`src/rtl/mdu_issue_ctrl_pkg.sv`:
```
// Shared widths, MDU operation codes and op classification for the MDU issue controller.
package mdu_issue_ctrl_pkg;

    localparam int unsigned DATA_W = 32;
    localparam int unsigned OP_W   = 5;
    localparam int unsigned RES_W  = 2 * DATA_W;

    localparam logic [OP_W-1:0] MDU_NOP       = 5'b00000;
    localparam logic [OP_W-1:0] MULT_CONTROL  = 5'b11000;
    localparam logic [OP_W-1:0] MULTU_CONTROL = 5'b11001;
    localparam logic [OP_W-1:0] DIV_CONTROL   = 5'b11010;
    localparam logic [OP_W-1:0] DIVU_CONTROL  = 5'b11011;

    // Divides are the only multi-cycle operations.
    function automatic logic is_div_op(input logic [OP_W-1:0] op);
        return (op == DIV_CONTROL) || (op == DIVU_CONTROL);
    endfunction

endpackage

```
`src/rtl/mdu_issue_ctrl.sv`:
```
// Execute-stage initiator for the multiply/divide unit: launches ops, holds divide
// operands, stalls the pipeline until the MDU is ready and owns the HI/LO registers.
module mdu_issue_ctrl
    import mdu_issue_ctrl_pkg::*;
(
    input  logic              clk,
    input  logic              rst,
    input  logic              req_valid,
    input  logic [OP_W-1:0]   req_op,
    input  logic [DATA_W-1:0] req_a,
    input  logic [DATA_W-1:0] req_b,
    input  logic              flush,
    input  logic              mthi_we,
    input  logic              mtlo_we,
    input  logic [DATA_W-1:0] wdata,
    output logic              mdu_en,
    output logic              mdu_clear,
    output logic [OP_W-1:0]   mdu_control,
    output logic [DATA_W-1:0] mdu_a,
    output logic [DATA_W-1:0] mdu_b,
    input  logic [RES_W-1:0]  mdu_result,
    input  logic              mdu_ready,
    output logic              stall_out,
    output logic [DATA_W-1:0] hi_o,
    output logic [DATA_W-1:0] lo_o
);

    typedef enum logic [1:0] {
        ST_IDLE  = 2'd0,
        ST_BUSY  = 2'd1,
        ST_DRAIN = 2'd2
    } state_t;

    state_t            r_state;
    logic [OP_W-1:0]   r_op;
    logic [DATA_W-1:0] r_a;
    logic [DATA_W-1:0] r_b;
    logic [DATA_W-1:0] r_hi;
    logic [DATA_W-1:0] r_lo;

    state_t            w_next;
    logic [OP_W-1:0]   w_ctl;
    logic [DATA_W-1:0] w_a;
    logic [DATA_W-1:0] w_b;
    logic              w_en;
    logic              w_stall;
    logic              w_res_we;
    logic              w_launch;
    logic              w_mt_ok;

    // Next state, MDU drive, stall and write enables; stall and MDU drive must react
    // in the issue cycle, so these are combinational.
    always_comb begin
        w_next   = r_state;
        w_ctl    = MDU_NOP;
        w_a      = '0;
        w_b      = '0;
        w_en     = 1'b1;
        w_stall  = 1'b0;
        w_res_we = 1'b0;
        w_launch = 1'b0;
        w_mt_ok  = 1'b1;
        case (r_state)
            ST_IDLE: begin
                w_mt_ok = ~flush;
                if (req_valid && !flush) begin
                    w_ctl = req_op;
                    w_a   = req_a;
                    w_b   = req_b;
                    if (is_div_op(req_op)) begin
                        w_launch = 1'b1;
                        w_stall  = 1'b1;
                        w_next   = ST_BUSY;
                    end else begin
                        // Multiplies answer combinationally: commit at this edge.
                        w_res_we = 1'b1;
                    end
                end
            end
            ST_BUSY: begin
                w_ctl = r_op;
                w_a   = r_a;
                w_b   = r_b;
                if (flush) begin
                    w_next = ST_IDLE;
                end else if (mdu_ready) begin
                    w_res_we = 1'b1;
                    w_next   = ST_DRAIN;
                end else begin
                    w_stall = 1'b1;
                end
            end
            ST_DRAIN: begin
                // NOP for one cycle lets the divider drop its start and re-arm.
                w_en    = 1'b0;
                w_stall = req_valid;
                w_next  = ST_IDLE;
            end
            default: begin
                w_next = ST_IDLE;
            end
        endcase
    end

    assign mdu_en      = w_en;
    assign mdu_clear   = flush;
    assign mdu_control = w_ctl;
    assign mdu_a       = w_a;
    assign mdu_b       = w_b;
    assign stall_out   = w_stall;
    assign hi_o        = r_hi;
    assign lo_o        = r_lo;

    // State register and divide operand latch.
    always_ff @(posedge clk or negedge rst) begin
        if (!rst) begin
            r_state <= ST_IDLE;
            r_op    <= MDU_NOP;
            r_a     <= '0;
            r_b     <= '0;
        end else begin
            r_state <= w_next;
            if (w_launch) begin
                r_op <= req_op;
                r_a  <= req_a;
                r_b  <= req_b;
            end
        end
    end

    // HI/LO: an MDU result write takes precedence over MTHI/MTLO at the same edge.
    always_ff @(posedge clk or negedge rst) begin
        if (!rst) begin
            r_hi <= '0;
            r_lo <= '0;
        end else begin
            if (w_res_we) begin
                r_hi <= mdu_result[RES_W-1:DATA_W];
            end else if (mthi_we && w_mt_ok) begin
                r_hi <= wdata;
            end
            if (w_res_we) begin
                r_lo <= mdu_result[DATA_W-1:0];
            end else if (mtlo_we && w_mt_ok) begin
                r_lo <= wdata;
            end
        end
    end

endmodule

```
`config.mk`:
```
export PLATFORM = sky130hd
export DESIGN_NAME = mdu_issue_ctrl
export DESIGN_NICKNAME = d
export VERILOG_FILES = /design/src/rtl/mdu_issue_ctrl_pkg.sv /design/src/rtl/mdu_issue_ctrl.sv
export SDC_FILE = /design/constraint.sdc
export NUM_CORES = 1
export LEC_CHECK = 0
export BUFFER_PORTS_ARGS = -buffer_cell sky130_fd_sc_hd__buf_2
export CORE_ASPECT_RATIO = 0.8
export CORE_MARGIN = 4
export CORE_UTILIZATION = 28
export CTS_BUF_LIST = sky130_fd_sc_hd__clkbuf_16
export CTS_CLUSTER_SIZE = 8
export DETAILED_ROUTE_END_ITERATION = 16
export HOLD_SLACK_MARGIN = 0.03
export PLACE_DENSITY_LB_ADDON = 0.05
export SYNTH_ARGS = -nofsm -noshare
export SYNTH_HDL_FRONTEND = slang
export SYNTH_SLANG_ARGS = --single-unit
```
`constraint.sdc`:
```
create_clock -name clk -period 1.9 [get_ports clk]
set_input_delay 0.285 -clock clk [delete_from_list [all_inputs] [get_ports clk]]
set_output_delay 0.285 -clock clk [all_outputs]
set_load 0.02 [all_outputs]
```
==> out/results.ini <==
[clock_tree]
cts_tree=built
cts-root-buf=clkbuf_16
cts.clk_slew.worst_paths_ns=0.07
cts_made_buffers=17
clock_path_buffers=2
clkLatencyLatePin_ns=0.41
cts_sinks=135
cts_max_level=4

[global_route]
antenna_found_initial=3
overflow=0
grt_first_pass_wirelength_mm=42.2
grt_util_all_layers_pct=17.5
grt_max_degree=71
grt_pass1_vias=7175

[detailed_routing]
drtIter0Drc=215
routedWlPerCell_um=20.2
via_per_inst=4.88
first_pass_iters=4
wirelength_mm=27.9
postRouteAntennaNets=0
vias=6748
route.detailed.drc=0

[power]
power_density_nw_per_um2=831
finalPower_uw=9830
p_leak_uw=0.00548
ir_drop_mv=0.553

[placed_design]
portBuffers=307
gp_congestion=0.744
place_ws_ns=-0.182
hpwl_mm=18.2

[floorplan]
io_pins=308
initial_core_util_pct=28.4
rows=54
die_w_um=194
fp.dieH_um=157
dieArea_um2=30400
core_area_um2=27300

[timing]
setup_viol_count_final=70
finalCritPeriodShare_pct=115
rsz0062_at_grt=yes
tns_ns=-18.30
hold_viol_final=0
max_slew_margin_pct=68.8
layout_min_cycle_time_ns=2.19
holdWs_ns=0.0922
setup_ws_ns=-0.294
fin_worst_skew_ns=0.00709
worst_pin_slew_ns=0.468
finalMaxSlewViolations=0
fmax_mhz=456

[synth]
yosys-top-cells-area=dfrtp_1 44%, mux2_2 18%, a22o_1 7.8%, or4bb_1 6.7%, o211ai_1 6.2%
netlist_instances=683
syn_area_um2=7750
synthFlopType=dfrtp_1
synth_edf_count=0
ys_seq_area_share_pct=43.6
ys_types=25
synth_seq_cells=135
yosysTopAreaCell=dfrtp_1
ys.warnings.count=0
syn_avg_cell_area_um2=11.3
synth_top_area_share_pct=43.6
synth-async-reset-ratio_pct=100
synth_most_common_cell=dfrtp_1
syn_nets=855
synthTopCellsByCount=135 x dfrtp_1, 125 x mux2_2, 69 x a22o_1

[finish]
fin_nets=1177
drive_gt1_share_pct=53.3
syn_to_final_growth_pct=52.6

[hold_path]
min_path_type=in2reg

[worst_setup_path]
reg2reg_slack_ns=0.04
crit_path_end_kind=output port
crit_fanout=10
cp_common_cell=buf_6
slowest_delay_ns=0.41
cp_slowest_cell=dfrtp_2
cp-start-kind=register
cp_cell_sequence=buf_6 -> nor4b_4 -> buf_6 -> buf_6 -> buf_16 -> a22o_1 -> buf_6
cp_data_required_time_ns=1.62
cp.arrival_ns=1.91
path_class=reg2out

[run_status]
violations=setup timing
status=finished, violations left

[flow_run]
drv_cap=0

cell type report:
cell class | instances | area [um^2]
multi-input combinational | 473 | 4300
clock inverter | 15 | 161
sequential | 135 | 3380
timing repair buffer | 376 | 3100
tap | 364 | 455
clock buffer | 17 | 425
inverter | 2 | 7.51
antenna | 2 | 5.00
fill | 2659 | 15500
stage by stage:
stage	utilization [%]	cells	cell area (um^2)
finish	43.3	1384	11800
detailed placement	36.9	1325	10100
global route	43.3	1382	11800
global placement	36.9	1325	10100
CTS	42.2	1378	11500
floorplan	-	683	7760
per-layer routing:
metal | vias up | routed length [um] | track usage, %
li1 | 3211 | - | -
met1 | 3360 | 12800 | 23.0
met2 | 163 | 13500 | 28.8
met3 | 10 | 1490 | 5.34
met4 | 4 | 118 | 3.41
met5 | - | 26 | 0
kinds of logic after synthesis:
group,synth area share [%]
compound gates,14.3
buf+inv,4.25
flops,43.6
mux,18.7
simple gates,19.1
path summary, 6_finish.rpt:
check | startpoint | end | cells after the start
max | r_state[0]$_DFFE_PN0P_ | mdu_a[19] | 7
min in group asynchronous | rst | lo_o[20]$_DFFE_PN0P_ | 3
min reg2reg | r_op[3]$_DFFE_PN0P_ | r_op[3]$_DFFE_PN0P_ | 1
max reg2reg | r_state[0]$_DFFE_PN0P_ | r_b[20]$_DFFE_PN0P_ | 7
max in group asynchronous | rst | hi_o[6]$_DFFE_PN0P_ | 3
min | mdu_result[13] | lo_o[13]$_DFFE_PN0P_ | 2
critical path, delay by kind of cell (launching register included):
kind            cells  cell delay (ns)
compound gates      1             0.15
buf+inv             5             0.68
flops               1             0.41
simple gates        1             0.25
registers in the layout, indices dropped and copies added (netlist names):
signal and cells:
lo_o 32, hi_o 32, r_op 5, r_b 32, r_a 32, r_state 2
timing repair:
item | in CTS | in global routing
gates resized for setup | 164 | 64
pin swaps | 16 | 4
hold buffers | 1 | 0
gates cloned | 6 | 5
setup buffers | 14 | 3
endpoints found under the setup margin | 186 | 140
endpoints found under the hold margin | 135 | 0
power breakdown:
group / switching (uW) / internal (uW) / leakage, uW / total (uW)
Clock: 1350 / 2050 / 0.000291 / 3400
Combinational: 1250 / 1440 / 0.00354 / 2690
Sequential: 337 / 3410 / 0.00165 / 3740
Total: 2930 / 6900 / 0.00548 / 9830
cells in the final DEF (no fill, tap or decap), types with 2 or more instances in the layout:
cell        count
inv_1           4
bufinv_16       3
buf_12         26
diode_2         2
clkinv_2        3
a22o_1         69
inv_6           2
buf_8           4
o211ai_1       64
nand2_1        66
clkinv_1        2
mux2_2         69
or2_2           3
buf_2         236
dfrtp_1       133
dfrtp_2         2
nand2b_1       65
or4bb_1        46
mux2_4         60
nand4bb_1      18
clkbuf_16      22
clkinvlp_4      2
buf_16          6
buf_6          80
buf_4          18
Power figures use the tool's default switching activity.
